`src/rtl/piece_scan_pkg.sv`:
```
// Shared types for the piecewise 2D address scan: FSM states and the latched frame configuration.
package piece_scan_pkg;

   localparam int unsigned PSC_WIDTH = 16;

   typedef enum logic [1:0] {
      IDLE,
      RUN,
      DRAIN,
      DONE
   } state_e;

   typedef struct packed {
      logic [PSC_WIDTH-1:0] x_max;
      logic [PSC_WIDTH-1:0] y_max;
      logic [PSC_WIDTH-1:0] i0_piece;
      logic [PSC_WIDTH-1:0] i1_piece;
      logic [PSC_WIDTH-1:0] x_stride_0;
      logic [PSC_WIDTH-1:0] x_stride_1;
      logic [PSC_WIDTH-1:0] y_stride_0;
      logic [PSC_WIDTH-1:0] y_stride_1;
      logic [PSC_WIDTH-1:0] offset_0;
      logic [PSC_WIDTH-1:0] offset_1;
      logic [PSC_WIDTH-1:0] offset_2;
      logic [PSC_WIDTH-1:0] offset_3;
   } cfg_t;

endpackage

```
`src/rtl/piece_addr_calc.sv`:
```
// Combinational piecewise-affine address: x*sx + y*sy + quadrant offset, all mod 2^WIDTH.
module piece_addr_calc
   import piece_scan_pkg::*;
#(
   parameter int unsigned WIDTH = PSC_WIDTH
) (
   input  logic [WIDTH-1:0] x,
   input  logic [WIDTH-1:0] y,
   input  cfg_t             cfg,
   output logic [WIDTH-1:0] addr
);

   logic             x_hi;
   logic             y_hi;
   logic [WIDTH-1:0] sx;
   logic [WIDTH-1:0] sy;
   logic [WIDTH-1:0] off;
   logic [WIDTH-1:0] px;
   logic [WIDTH-1:0] py;

   always_comb begin
      x_hi = (x >= cfg.i0_piece);
      y_hi = (y >= cfg.i1_piece);
      sx   = x_hi ? cfg.x_stride_1 : cfg.x_stride_0;
      sy   = y_hi ? cfg.y_stride_1 : cfg.y_stride_0;
      case ({x_hi, y_hi})
         2'b00:   off = cfg.offset_0;
         2'b01:   off = cfg.offset_1;
         2'b10:   off = cfg.offset_2;
         default: off = cfg.offset_3;
      endcase
      px   = x * sx;
      py   = y * sy;
      addr = px + py + off;
   end

endmodule

```
`src/rtl/piece_scan_ctrl.sv`:
```
// Frame sequencer: latches a config, scans x (inner) / y (outer) and streams one address per
// handshake through a single backpressured output register, pulsing done when the frame drains.
module piece_scan_ctrl
   import piece_scan_pkg::*;
#(
   parameter int unsigned WIDTH = PSC_WIDTH
) (
   input  logic             clk,
   input  logic             reset,
   input  logic             cfg_valid,
   output logic             cfg_ready,
   input  logic [WIDTH-1:0] x_max,
   input  logic [WIDTH-1:0] y_max,
   input  logic [WIDTH-1:0] i0_piece,
   input  logic [WIDTH-1:0] i1_piece,
   input  logic [WIDTH-1:0] x_stride_0,
   input  logic [WIDTH-1:0] x_stride_1,
   input  logic [WIDTH-1:0] y_stride_0,
   input  logic [WIDTH-1:0] y_stride_1,
   input  logic [WIDTH-1:0] offset_0,
   input  logic [WIDTH-1:0] offset_1,
   input  logic [WIDTH-1:0] offset_2,
   input  logic [WIDTH-1:0] offset_3,
   input  logic             abort,
   output logic             addr_valid,
   input  logic             addr_ready,
   output logic [WIDTH-1:0] addr_out,
   output logic             addr_last,
   output logic             busy,
   output logic             done
);

   state_e           state_q, state_d;
   cfg_t             cfg_q, cfg_d;
   logic [WIDTH-1:0] x_q, x_d;
   logic [WIDTH-1:0] y_q, y_d;
   logic [WIDTH-1:0] addr_q, addr_d;
   logic             valid_q, valid_d;
   logic             last_q, last_d;
   logic [WIDTH-1:0] calc_addr;
   logic             x_wrap;
   logic             at_last;

   piece_addr_calc #(.WIDTH(WIDTH)) u_addr_calc (
      .x    (x_q),
      .y    (y_q),
      .cfg  (cfg_q),
      .addr (calc_addr)
   );

   always_comb begin
      state_d = state_q;
      cfg_d   = cfg_q;
      x_d     = x_q;
      y_d     = y_q;
      addr_d  = addr_q;
      valid_d = valid_q;
      last_d  = last_q;
      x_wrap  = (x_q == cfg_q.x_max - WIDTH'(1));
      at_last = x_wrap && (y_q == cfg_q.y_max - WIDTH'(1));

      case (state_q)
         IDLE: begin
            if (cfg_valid) begin
               cfg_d.x_max      = x_max;
               cfg_d.y_max      = y_max;
               cfg_d.i0_piece   = i0_piece;
               cfg_d.i1_piece   = i1_piece;
               cfg_d.x_stride_0 = x_stride_0;
               cfg_d.x_stride_1 = x_stride_1;
               cfg_d.y_stride_0 = y_stride_0;
               cfg_d.y_stride_1 = y_stride_1;
               cfg_d.offset_0   = offset_0;
               cfg_d.offset_1   = offset_1;
               cfg_d.offset_2   = offset_2;
               cfg_d.offset_3   = offset_3;
               x_d              = '0;
               y_d              = '0;
               state_d          = (x_max == '0 || y_max == '0) ? DONE : RUN;
            end
         end
         RUN: begin
            // Abort wins over a simultaneous handshake: nothing is loaded in that cycle.
            if (abort) begin
               state_d = IDLE;
               valid_d = 1'b0;
               last_d  = 1'b0;
            end else if (!valid_q || addr_ready) begin
               addr_d  = calc_addr;
               valid_d = 1'b1;
               last_d  = at_last;
               if (at_last) begin
                  state_d = DRAIN;
               end else if (x_wrap) begin
                  x_d = '0;
                  y_d = y_q + WIDTH'(1);
               end else begin
                  x_d = x_q + WIDTH'(1);
               end
            end
         end
         DRAIN: begin
            if (abort || addr_ready) begin
               state_d = abort ? IDLE : DONE;
               valid_d = 1'b0;
               last_d  = 1'b0;
            end
         end
         DONE:    state_d = IDLE;
         default: state_d = IDLE;
      endcase
   end

   always_ff @(posedge clk) begin
      if (reset) begin
         state_q <= IDLE;
         cfg_q   <= '0;
         x_q     <= '0;
         y_q     <= '0;
         addr_q  <= '0;
         valid_q <= 1'b0;
         last_q  <= 1'b0;
      end else begin
         state_q <= state_d;
         cfg_q   <= cfg_d;
         x_q     <= x_d;
         y_q     <= y_d;
         addr_q  <= addr_d;
         valid_q <= valid_d;
         last_q  <= last_d;
      end
   end

   assign cfg_ready  = (state_q == IDLE);
   assign busy       = (state_q == RUN) || (state_q == DRAIN);
   assign done       = (state_q == DONE);
   assign addr_valid = valid_q;
   assign addr_out   = addr_q;
   assign addr_last  = last_q;

endmodule
```
`config.mk`:
```
export PLATFORM = sky130hd
export DESIGN_NAME = piece_scan_ctrl
export DESIGN_NICKNAME = d
export VERILOG_FILES = /design/src/rtl/piece_scan_pkg.sv /design/src/rtl/piece_addr_calc.sv /design/src/rtl/piece_scan_ctrl.sv
export SDC_FILE = /design/constraint.sdc
export NUM_CORES = 1
export LEC_CHECK = 0
export ABC_AREA = 1
export BUFFER_PORTS_ARGS = -buffer_cell sky130_fd_sc_hd__buf_2
export CAP_MARGIN = 40
export CORE_ASPECT_RATIO = 1.2
export CORE_MARGIN = 5
export CORE_UTILIZATION = 30
export DETAILED_ROUTE_END_ITERATION = 7
export SLEW_MARGIN = 10
export SYNTH_ARGS = -nofsm -noshare
export SYNTH_HDL_FRONTEND = slang
export SYNTH_HIERARCHICAL = 1
export SYNTH_SLANG_ARGS = --single-unit
```
`constraint.sdc`:
```
create_clock -name clk -period 21 [get_ports clk]
set_clock_uncertainty 0.15 [all_clocks]
set_input_delay 1.05 -clock clk [delete_from_list [all_inputs] [get_ports clk]]
set_output_delay 1.05 -clock clk [all_outputs]
set_load 0.02 [all_outputs]
```
[Word-level counts from Yosys, hierarchy flattened]
Index checks and enable logic that the tools add are counted.
Cells by class
  $add $sub $neg: 6
  $mul: 2
  magnitude comparators: 2
  equality and inequality tests: 15
  mux-type cells: 29
  bitwise logic cells: 1
  reductions and logical operators: 18
Operators by type and width (number)
  $mux 16: 11
  $pmux 16 s2: 2
  $pmux 16 s3: 1
  $add 16x1->16 const B: 2
  $add 16x16->16: 2
  $eq 16x16->1: 2
  $ge 16x16->1: 2
  $logic_not 16->1: 2
  $mul 16x16->16: 2
  $sub 16x1->16 const B: 2
  $mux 2: 7
  $ne 2x2->1 const B: 6
  $pmux 2 s4: 1
  $eq 2x2->1 const B: 3
  $ne 3x3->1 const B: 2
  $reduce_and 3->1: 2
  $reduce_and 6->1: 1
  $mux 1: 5
  $reduce_and 5->1: 1
  $eq 2x1->1 const B: 2
  $logic_not 2->1: 2
  $logic_or 1x1->1: 4
  $pmux 1 s2: 2
  $reduce_and 4->1: 1
  other kinds (5): 6
Storage, ports and cells
  flip-flop bits (word level): 244
  input port bits: 197
  output and inout port bits: 21
  logic and storage cells: 91

[Depth between registers and ports, before layout]
Gate-level depths: netlist (run 1).
  depth in word-level cells: 7
  gate-level depth with buffers: 53
  depth with buffers taken out: 49

[Hierarchy]
The synthesis (run 1) kept the hierarchy.
By module, submodules not included
  piece_scan_ctrl: instances 1, cells an instance 1549, area each 10899.2 um^2, sequential area each 4884.7 um^2
  piece_addr_calc: instances 1, cells an instance 1531, area each 10646.5 um^2, sequential area each 0.0 um^2

[Least setup slack after synthesis (run 1)]
No wires, ideal clock.
  kind: reg-to-reg
  start: reg x_q[0]
  end: reg addr_q[15] (netlist: addr_out[15])
  setup time: 116 ps
  data arrival time: 8516 ps
  data required time: 20734 ps
  setup slack: 12218 ps
  cell stages (with the launch flop): 51
  buffers on the path: 4
  period minus slack after synthesis: 8782 ps
  cell sequence: dfxtp_1 inv_1 clkbuf_1 ha_1 inv_1 nand2_1 nand2_1 nand2_1 nand2_1 nand2_1 nand2_1 nand2_1 nand3_2 buf_4 buf_2 nor2_1 clkbuf_1 nand2_1 (+15 left out) ha_1 a21oi_1 o21ai_0 a21oi_1 o21ai_0 nand2_1 inv_1 nor2_1 inv_1 a21oi_1 nand3b_1 nand2_1 inv_2 nand3_1 nand3_1 nand2_1 o21ai_0 nor2_1
Between the ends
  word-level cells in the longest chain between the ends: 5
  elaborated cells on any way between the ends: 9
  those cells by class: 2 x add/sub; 1 x mul; 1 x order compare; 2 x eq/ne; 2 x mux; 1 x reduce/logical
RTL lines
  start: declaration: RTL line piece_scan_ctrl.sv:35  | logic [WIDTH-1:0] x_q, x_d;
  start signal: assignment: RTL line piece_scan_ctrl.sv:118  | x_q <= '0;
  start signal: assignment: RTL line piece_scan_ctrl.sv:126  | x_q <= x_d;
  $ge 16x16->1: RTL line piece_addr_calc.sv:22  | x_hi = (x >= cfg.i0_piece);
  $mux 16: RTL line piece_addr_calc.sv:24  | sx = x_hi ? cfg.x_stride_1 : cfg.x_stride_0;
  $mul 16x16->16: RTL line piece_addr_calc.sv:32  | px = x * sx;
  $add 16x16->16: RTL line piece_addr_calc.sv:34  | addr = px + py + off;
  $add 16x16->16 *: RTL line piece_addr_calc.sv:34
  named net calc_addr[15]: RTL line piece_scan_ctrl.sv:40  | logic [WIDTH-1:0] calc_addr;
  end signal: assignment: RTL line piece_scan_ctrl.sv:128  | addr_q <= addr_d;
  end: declaration: RTL line piece_scan_ctrl.sv:37  | logic [WIDTH-1:0] addr_q, addr_d;
The timed path passes the listed nets; every way through them passes the cells marked *.
A chain may end at the register's enable or synchronous reset.

[Worst setup path in the final report (run 1)]
Ends and elaborated chain as after synthesis.

==> results.sh, run 1 <==
export IMPL_crit_fanout=53
export IMPL_yosys_top_cells_area="dfxtp_1 (23%), fa_1 (18%), nor2_1 (12%), nand2_1 (9.2%), inv_1 (8.6%)"
export IMPL_root_buffer="clkbuf_16"
export IMPL_status="completed"
export IMPL_grt_overflow=0
export IMPL_synthCells=3080
export IMPL_post_cts_buffers=0
export IMPL_synthXorXnorAreaFrac_pct=2.805
export IMPL_cts_hold_buf=0
export IMPL_die_area_mm2=0.07730
export IMPL_synth_top_area_cell="dfxtp_1"
export IMPL_yosys_warnings=6
export IMPL_finalSetupViolCount=0
export IMPL_syn_nets=3607
export IMPL_wire_per_inst_um=16.24
export IMPL_path_clk_slew_ns=0.07
export IMPL_fp_dieH_um=303.6
export IMPL_ys_seq_area_share_pct=22.67
export IMPL_wl_um=67760
export IMPL_fin_nets=3751
export IMPL_avgSynthCellArea_um2=6.995
export IMPL_maxSlewViolCount=0
export IMPL_synth_mux_area_share_pct=0
export IMPL_antenna_found_initial=3
export IMPL_max_freq_mhz=99.11
export IMPL_grt_pass1_vias=19280
export IMPL_critPathLaunchType="flop"
export IMPL_synth_compound_area_share_pct=8.891
export IMPL_antenna_left=0
export IMPL_required_ns=21.33
export IMPL_stdcell_area_mm2=0.02429
export IMPL_die_w_um=254.6
export IMPL_synth_edf_count=0
export IMPL_worstSetupPathType="reg2reg"
export IMPL_h_tree_depth=1
export IMPL_hold_viol=0
export IMPL_tightestPinTransition_ns=0.8483
export IMPL_cts_sinks=244
export IMPL_cts_tree="yes"
export IMPL_reg2reg_from="x_q[0]"
export IMPL_regArea_mm2=0.004885
export IMPL_place_hpwl_um=54580
export IMPL_firstDrtPassIters=5
export IMPL_synth_top_area_share_pct=22.67
export IMPL_core_mm2=0.07109
export IMPL_slew_headroom_pct=43.37
export IMPL_end_kind="flop"
export IMPL_nFillCells=7655
export IMPL_maxCapViolations=0
export IMPL_p_leak_uw=0.01159
export IMPL_startpoint="x_q[0]"
export IMPL_grt_use_total_pct=17.29
export IMPL_grt_pass1_wl_um=106200
export IMPL_async_flop_share_pct=0
export IMPL_finalCritPeriodShare_pct=48.05
export IMPL_numPortBuffers=217
export IMPL_synth_main_ff_cell="dfxtp_1"
export IMPL_hp_class="reg2reg"
export IMPL_multi_input_area_mm2=0.01423
export IMPL_drt_initial_drc_count=1303
export IMPL_synth_distinct_cells=49
export IMPL_gp_congestion=0.8980
export IMPL_core_rowCount=107
export IMPL_ioPinCount=218
export IMPL_vdd_drop_max_mv=0.07866
export IMPL_placed_cell_area_mm2=0.02340
export IMPL_grt_max_degree=104
export IMPL_power_density_mw_per_mm2=118.1
export IMPL_yosys_area_share_adder_pct=26.06
export IMPL_numCtsBuffers=27
export IMPL_cts_resized=0
export IMPL_setup_tns_ns=0
export IMPL_post_route_drc_count=0
export IMPL_hp_start="addr_last"
export IMPL_netlist_area_mm2=0.02155
export IMPL_rsz0062_at_grt="false"
export IMPL_start_util_pct=30.31
export IMPL_crit_slowest_cell="dfxtp_1"
export IMPL_drive_gt1_share_pct=10.70
export IMPL_layout_min_cycle_time_ns=10.09
export IMPL_cp_slowest_stage_delay_ns=0.63
export IMPL_synthTopCellsByCount="nor2_1 (662), nand2_1 (529), inv_1 (492)"
export IMPL_synth_simple_area_share_pct=28.28
export IMPL_area_delta_synth_final_pct=12.74
export IMPL_insertion_delay_ns=0.58
export IMPL_cp_arrival_ns=10.42
export IMPL_ys_ff_latch=244
export IMPL_max_clock_path_buffers=3
export IMPL_crit_top_cell="inv_1"
export IMPL_yosysMostFrequentCell="nor2_1"
export IMPL_viasPerCell=4.694
export IMPL_synth_top_family_by_area="simple AND/OR/NAND/NOR gates"
export IMPL_routed_via_count=19590
-- metrics by stage --
step / std cells / util [%] / setup slack, ns / hold WS (ns) / power (µW)
6_report: 4173 / 34.17 / 10.91 / 0.3216 / 2868
5_1_grt: 4170 / 34.16 / 10.16 / 0.3479 / 3162
4_1_cts: 4169 / 34.14 / 10.98 / 0.3192 / 2895
3_5_place_dp: 4120 / 32.91 / 10.99 / 0.3059 / 2409
3_3_place_gp: 4116 / 32.81 / 11.12 / 0.3065 / 2376
2_1_floorplan: 3080 / - / 12.22 / 0.2957 / 1933
-- cell usage in the layout (no fill, tap or decap), types with 3 or more instances in the layout --
cell type,synthesis,layout
buf_4,6,8
clkbuf_8,0,4
nor2_1,662,662
dfxtp_1,244,244
nand4_1,38,38
clkbuf_1,89,6
nand3b_1,18,18
o21ai_2,3,3
nand2_4,8,9
nand2_1,529,528
clkinv_2,0,4
nand2_2,14,14
nand3_2,11,11
a21oi_1,83,83
o21ai_0,245,245
nor2_4,6,6
nor3_1,8,8
inv_6,0,4
buf_2,11,217
a21oi_2,9,9
o21ai_1,7,7
a31oi_1,3,3
xor2_1,46,46
nor4_1,12,12
diode_2,0,3
clkinv_1,6,6
inv_1,492,490
ha_1,132,132
xnor2_1,23,23
inv_2,9,9
clkbuf_16,0,27
fa_1,198,198
nand3_1,133,133
nor2_2,8,8
-- where the power goes --
part	total, µW	switching, µW	internal [µW]
Combinational	1690	1130	557
Sequential	697	110	587
Clock	480	214	266
Total	2870	1460	1410
-- area by class of cell --
cell class / count / share of cell area, %
Sequential cell: 244 / 20.11
Inverter: 507 / 7.865
Multi-Input combinational cell: 2215 / 58.60
Antenna cell: 3 / 0.03091
Tap cell: 926 / 4.770
Clock inverter: 12 / 0.4945
Clock buffer: 37 / 3.101
Timing Repair Buffer: 229 / 5.027
-- cells by family (layout without fill, tap and decap cells) --
group | Yosys count | count (layout)
flip-flops | 244 | 244
AO/OA/AOI/OAI | 362 | 362
buffers and inverters | 621 | 785
XOR/XNOR | 69 | 69
AND/OR/NAND/NOR | 1454 | 1454
adder cells (fa/ha/maj) | 330 | 330
other | 0 | 3
-- critical path, delay by kind of cell (launching register included) --
kind,cells,cell delay [ns]
fa+ha+maj,10,4.68
compound gates,6,0.91
simple gates,15,1.97
buf+inv,11,1.62
flops,1,0.63
-- final timing paths --
path,end,slack (ns),cells past startpoint
worst max register to register,addr_out[15],10.91,42
worst max-delay path,addr_out[15],10.91,42
worst min-delay path,addr_last,0.32,2
worst min register to register,addr_last,0.32,2
-- state kept, by name, indices dropped and copies added (netlist names) --
register,flops
addr_valid,1
y_q,16
addr_out,16
addr_last,1
cfg_q,192
state_q,2
x_q,16
-- per-layer routing --
metal	part of all wire, %	GRT usage (%)
met4	3.6	5.889
met2	51	31.16
met5	0	0
met1	41	21.71
met3	4.2	1.556
No activity file was read; power rests on OpenSTA's default activity.
==> inputs of run 2 (changes only) <==
ABC_AREA = 0   (was 1)
clock period = 8.15 ns   (was 21 ns; I/O delays follow)
==> run 2 against run 1 <==
Compared with the run above: global-route usage is 0.44 points lower; hold slack worse by 0.28 ns; final cell count is 5.2% lower; flip-flop and latch count stayed put; combinational power is 75% higher; utilization is 5.1 points higher; the run now ends with negative setup slack left; design area is 10% higher; critical endpoint unchanged; highest routed layer unchanged; register-to-register slack worse by 11 ns.
==> results.sh, run 2 <==
export IMPL_cp_arrival_ns=8.66
export IMPL_synth_mux_area_share_pct=1.825
export IMPL_wire_per_inst_um=16.44
export IMPL_synthTopCellsByCount="nand2_1 (583), inv_1 (298), a21oi_1 (248)"
export IMPL_critPathLaunchType="flop"
export IMPL_path_clk_slew_ns=0.07
export IMPL_fp_dieH_um=296.8
export IMPL_post_route_drc_count=0
export IMPL_drt_initial_drc_count=956
export IMPL_busiest_layer="met2"
export IMPL_fin_nets=3554
export IMPL_layout_min_cycle_time_ns=8.339
export IMPL_largest_reg_flops=192
export IMPL_status="finished, violations left"
export IMPL_crit_fanout=11
export IMPL_place_hpwl_um=48290
export IMPL_rr_worst_depth=35
export IMPL_n_antenna_cell=0
export IMPL_maxSlewViolCount=0
export IMPL_p_leak_uw=0.01177
export IMPL_grt_pass1_vias=19280
export IMPL_synth_distinct_cells=83
export IMPL_end_kind="flop"
export IMPL_synth_compound_area_share_pct=10.85
export IMPL_tightestPinTransition_ns=0.9009
export IMPL_rrSetupSlack_ns=-0.19
export IMPL_antenna_left=0
export IMPL_sw_frac_of_total_pct=41.13
export IMPL_wl_um=65040
export IMPL_yosys_area_share_adder_pct=27.30
export IMPL_ys_ff_latch=244
export IMPL_h_tree_depth=1
export IMPL_viasPerCell=4.720
export IMPL_cp_slowest_stage_delay_ns=0.55
export IMPL_met3_usage_pct=2.205
export IMPL_comb_power_share_pct=50.8
export IMPL_antenna_found_initial=0
export IMPL_timing_rr_end="addr_out[15]"
export IMPL_grt_max_degree=85
export IMPL_failed_checks="negative setup slack"
export IMPL_totalPowerFinal_uw=5815
export IMPL_core_rowCount=105
export IMPL_core_mm2=0.06818
export IMPL_hp_class="in2reg"
export IMPL_min_to="cfg_q[143]"
export IMPL_layout_common_cells="nand2_1 (581), inv_1 (294), a21oi_1 (243), dfxtp_1 (243), buf_2 (216)"
export IMPL_die_area_mm2=0.07391
export IMPL_hold_viol=0
export IMPL_fin_ws_ns=-0.1890
export IMPL_max_flop_register="cfg_q"
export IMPL_power_switching_uw=2392
export IMPL_max_clock_path_buffers=3
export IMPL_cts_sinks=244
export IMPL_netlist_area_mm2=0.02057
export IMPL_numCtsBuffers=27
export IMPL_gp_congestion=0.8728
export IMPL_grt_overflow=0
export IMPL_use_met2_pct=30.60
export IMPL_grt_use_total_pct=16.85
export IMPL_numPortBuffers=217
export IMPL_required_ns=8.47
export IMPL_clock_power_share_pct=22.8
export IMPL_yosys_warnings=6
export IMPL_use_met1_pct=20.16
export IMPL_yosysMostFrequentCell="nand2_1"
export IMPL_ys_seq_area_share_pct=23.75
export IMPL_hold_ws_ns=0.04459
export IMPL_setup_tns_ns=-0.1890
export IMPL_synth_simple_area_share_pct=23.25
export IMPL_slew_headroom_pct=39.94
export IMPL_routed_via_count=18670
export IMPL_rsz0062_at_grt="true"
export IMPL_firstDrtPassIters=5
export IMPL_die_w_um=249.0
export IMPL_area_delta_synth_final_pct=30.10
export IMPL_reg2reg_from="y_q[0]"
export IMPL_cts_tree="yes"
export IMPL_min_path_cells=3
export IMPL_root_buffer="clkbuf_16"
export IMPL_grt_pass1_wl_um=102000
export IMPL_seq_power_share_pct=26.4
export IMPL_synth_edf_count=0
export IMPL_ioPinCount=218
export IMPL_final_core_util_pct=39.24
export IMPL_power_density_mw_per_mm2=217.3
export IMPL_drive_gt1_share_pct=16.64
export IMPL_finalCritPeriodShare_pct=102.3
export IMPL_synthXorXnorAreaFrac_pct=5.050
export IMPL_final_common_cell="nand2_1"
export IMPL_syn_nets=3093
export IMPL_insertion_delay_ns=0.58
export IMPL_worstSetupPathType="reg2reg"
export IMPL_vdd_drop_max_mv=0.2329
export IMPL_hp_start="i1_piece[15]"
export IMPL_synth_main_ff_cell="dfxtp_1"
export IMPL_synth_top_area_share_pct=23.75
export IMPL_synth_top_family_by_area="adder cells"
export IMPL_async_flop_share_pct=0
export IMPL_synthCells=2566
export IMPL_finalSetupViolCount=1
export IMPL_synth_top_area_cell="dfxtp_1"
export IMPL_maxCapViolations=0
export IMPL_start_util_pct=30.16
export IMPL_avgSynthCellArea_um2=8.015
export IMPL_crit_slowest_cell="fa_2"
export IMPL_yosys_top_cells_area="dfxtp_1 (24%), fa_1 (19%), nand2_1 (11%), ha_1 (8.0%), a21oi_1 (6.0%)"
export IMPL_internal_power_uw=3423
export IMPL_max_freq_mhz=119.9
## run 2: how the worst max path moves through the flow
stage                     slack, ns  startpoint      endpoint
after floorplan                0.01      y_q[0]  addr_out[15]
after global placement        -0.20  cfg_q[143]  addr_out[15]
after CTS                     -0.15      y_q[0]  addr_out[15]
final                         -0.19      y_q[0]  addr_out[15]
after detailed placement      -0.32  cfg_q[143]  addr_out[15]
after global routing          -0.43      x_q[0]  addr_out[15]
## run 2: layer usage
metal | vias up | part of all wire, %
met3 | 146 | 4.4
met5 | - | 0
li1 | 9120 | -
met4 | 0 | 4.4
met2 | 460 | 51
met1 | 8941 | 40
## run 2: cell type report
class | count | area, µm²
Clock buffer | 37 | 733.2
Fill cell | 6827 | 41430
Tap cell | 909 | 1137
Clock inverter | 11 | 206.4
Timing Repair Buffer | 564 | 4384
Multi-Input combinational cell | 1891 | 14280
Inverter | 299 | 1127
Sequential cell | 244 | 4888
## run 2: worst max-delay path: cells and delay by family (launching register included)
kind                     cells  cell delay [ns]
AO/OA/AOI/OAI                5             0.81
flip-flops                   1             0.36
adder cells (fa/ha/maj)      9             4.14
XOR/XNOR                     9             1.71
AND/OR/NAND/NOR              5             0.54
buffers and inverters        7             0.55
## run 2: cells by family after synthesis
logic type      count (synthesis)
compound gates                383
xor+xnor                      109
fa+ha+maj                     330
buf+inv                       431
flops                         244
mux                            35
simple gates                 1034
## run 2: metrics by stage
stage | instance area [µm²] | std cells | worst slack (ns)
after floorplan | 20710 | 2566 | 0.01006
after global placement | 23450 | 3695 | -0.2041
after detailed placement | 23520 | 3699 | -0.3236
after CTS | 26500 | 3946 | -0.1533
after global routing | 26760 | 3955 | -0.4276
final | 26760 | 3955 | -0.1890
## run 2: what timing repair did
action                                  in CTS  in global routing
gates cloned                                 0                  3
pin swaps                                   24                 35
buffers inserted                             8                  5
endpoints found under the hold margin      191                  0
hold buffers                               191                  0
gates resized for setup                     22                 40
endpoints found under the setup margin       1                  5
## run 2: power by group through the flow
| stage | clock network, µW | logic [µW] | registers (µW) |
|---|---|---|---|
| floorplan | 0 | 1820 | 1510 |
| global placement | 0 | 2640 | 1560 |
| detailed placement | 0 | 2680 | 1560 |
| CTS | 1360 | 2820 | 1530 |
| global route | 1400 | 3310 | 1560 |
| finish | 1330 | 2950 | 1530 |
==> inputs of run 3 (changes only) <==
SLEW_MARGIN = default   (was 10)
SYNTH_HIERARCHICAL = default   (was 1)
==> run 3 against run 2 <==
Compared with the run above: the run still ends with negative setup slack left; utilization rose by 1.1 points; sequential share of layout area down 0.091 points; hold slack worse by 0.022 ns; register-to-register slack got worse by 0.38 ns; worst setup slack worse by 0.38 ns; routed wire length about the same; clock power rose by 6%; count of clock-buffer cells in the layout down 2; flip-flop and latch count did not move; synthesized area is 1.5% lower.
==> results.sh, run 3 <==
export IMPL_status="finished, violations left"
export IMPL_failed_checks="negative setup slack"
export IMPL_placed_cells=3639
export IMPL_ys_ff_latch=244
export IMPL_hp_class="in2reg"
export IMPL_wl_um=65000
export IMPL_synth_main_ff_cell="dfxtp_1"
export IMPL_grt_max_degree=87
export IMPL_cp_arrival_ns=9.08
export IMPL_path_buf_inv=6
export IMPL_max_clock_path_buffers=3
export IMPL_cts_tree="yes"
export IMPL_largest_reg_flops=192
export IMPL_vdd_drop_max_mv=0.1636
export IMPL_path_clk_slew_ns=0.07
export IMPL_slew_headroom_pct=39.51
export IMPL_numPortBuffers=217
export IMPL_yosysMostFrequentCell="nand2_1"
export IMPL_power_density_mw_per_mm2=217.8
export IMPL_fin_ws_ns=-0.5737
export IMPL_avgSynthCellArea_um2=8.101
export IMPL_finalCritPeriodShare_pct=107.0
export IMPL_grt_pass1_vias=18750
export IMPL_drive_gt1_share_pct=20.35
export IMPL_antenna_left=0
export IMPL_place_ws_ns=-0.7212
export IMPL_syn_nets=3027
export IMPL_nFillCells=6596
export IMPL_multi_input_area_mm2=0.01421
export IMPL_grt_overflow=0
export IMPL_firstDrtPassIters=5
export IMPL_start_util_pct=30.22
export IMPL_layout_min_cycle_time_ns=8.724
export IMPL_maxCapViolations=0
export IMPL_h_tree_depth=1
export IMPL_synthCells=2500
export IMPL_rsz0062_at_grt="true"
export IMPL_ys_seq_area_share_pct=24.12
export IMPL_synth_top_area_share_pct=24.12
export IMPL_antenna_found_initial=0
export IMPL_place_hpwl_um=48470
export IMPL_placed_cell_area_mm2=0.02334
export IMPL_die_w_um=247.2
export IMPL_required_ns=8.51
export IMPL_stdcell_count=3909
export IMPL_core_rowCount=104
export IMPL_finalSetupViolCount=2
export IMPL_core_mm2=0.06701
export IMPL_area_delta_synth_final_pct=33.50
export IMPL_p_leak_uw=0.01185
export IMPL_async_flop_share_pct=0
export IMPL_synth_top_area_cell="dfxtp_1"
export IMPL_netlist_area_mm2=0.02025
export IMPL_fp_dieH_um=294.6
export IMPL_routed_via_count=18350
export IMPL_synth_edf_count=0
export IMPL_crit_family="adder cells"
export IMPL_cts_sinks=244
export IMPL_grt_use_total_pct=17.40
export IMPL_wire_per_inst_um=16.63
export IMPL_yosys_warnings=0
export IMPL_cp_slowest_stage_delay_ns=0.58
export IMPL_ioPinCount=218
export IMPL_regArea_mm2=0.004915
export IMPL_die_area_mm2=0.07282
export IMPL_synth_distinct_cells=66
export IMPL_gp_congestion=0.9232
export IMPL_yosys_top_cells_area="dfxtp_1 (24%), fa_1 (20%), nand2_1 (11%), ha_1 (8.2%), a21oi_1 (6.0%)"
export IMPL_max_freq_mhz=114.6
export IMPL_post_route_drc_count=0
export IMPL_end_kind="flop"
export IMPL_n_antenna_cell=0
export IMPL_layout_common_cells="nand2_1 (575), inv_1 (277), a21oi_1 (235)"
export IMPL_worstSetupPathType="reg2reg"
export IMPL_maxSlewViolCount=0
export IMPL_numCtsBuffers=28
export IMPL_hold_viol=0
export IMPL_synthTopCellsByCount="nand2_1 (577), inv_1 (299), dfxtp_1 (244)"
export IMPL_fin_nets=3517
export IMPL_stdcell_area_mm2=0.02704
export IMPL_tightestPinTransition_ns=0.9073
export IMPL_root_buffer="clkbuf_16"
export IMPL_crit_top_cell="fa_1"
export IMPL_crit_fanout=6
export IMPL_final_common_cell="nand2_1"
export IMPL_insertion_delay_ns=0.59
export IMPL_drt_initial_drc_count=1012
export IMPL_viasPerCell=4.695
export IMPL_max_flop_register="cfg_q"
export IMPL_crit_slowest_cell="fa_1"
export IMPL_critPathLaunchType="flop"
export IMPL_grt_pass1_wl_um=101900
run 3: cells by family after synthesis:
logic type | count (synthesis) | share of synthesized area (%)
flip-flops | 244 | 24.12
buffers and inverters | 440 | 8.217
AO/OA/AOI/OAI | 353 | 9.780
multiplexers | 77 | 4.028
XOR/XNOR | 123 | 5.591
AND/OR/NAND/NOR | 933 | 20.54
adder cells (fa/ha/maj) | 330 | 27.73
run 3: area by class of cell:
| type | instances | area share, % |
|---|---|---|
| multi-input combinational | 1817 | 52.57 |
| sequential | 244 | 18.18 |
| timing repair buffer | 596 | 17.10 |
| inverter | 303 | 4.207 |
| tap | 901 | 4.170 |
| clock buffer | 35 | 2.837 |
| clock inverter | 13 | 0.9395 |
run 3: final timing paths:
kind	start	endpoint	slack, ns	cells past startpoint
max reg2reg	cfg_q[139]	addr_out[15]	-0.57	33
min	x_max[12]	cfg_q[188]	0.02	3
max	cfg_q[139]	addr_out[15]	-0.57	33
min reg2reg	cfg_q[22]	cfg_q[22]	0.30	2
run 3: where the power goes:
group / leakage, µW / internal (µW) / switching (µW) / total (µW)
Sequential: 0.00200 / 1380 / 161 / 1540
Clock: 0.000495 / 858 / 556 / 1410
Combinational: 0.00935 / 1340 / 1600 / 2940
Total: 0.0119 / 3570 / 2320 / 5890
run 3: repair_timing:
action / in CTS / in global routing
hold buffers: 188 / 0
cloned: 1 / 4
setup buffers: 9 / 21
pin swaps: 25 / 66
endpoints found under the hold margin: 188 / 0
endpoints found under the setup margin: 5 / 7
resized for setup: 31 / 101
run 3: per-stage QoR:
stage               utilization [%]  setup TNS (ns)  hold slack [ns]  total power, µW
finish                        40.34         -0.7070          0.02264             5888
global placement              34.78          -1.202           0.2905             4097
CTS                           39.52         -0.9996         0.001095             5697
detailed placement            34.83          -1.576           0.2950             4125
global route                  40.34          -2.247         0.003940             6301
floorplan                         -         -0.8475           0.2818             3224
run 3: worst min-delay path: cells and delay by family:
family | cells | cell delay, ns
compound gates | 1 | 0.08
buf+inv | 1 | 0.11
simple gates | 1 | 0.11
run 3: metal layers:
layer  up-vias  GRT usage, %  wire [µm]  part of all wire (%)
met1      8780         22.42      27780                    43
met4         0         4.683       1932                   3.0
met3       107         2.431       3693                   5.7
li1       8905             -          -                     -
met5         -             0          0                     0
met2       559         30.60      31590                    49
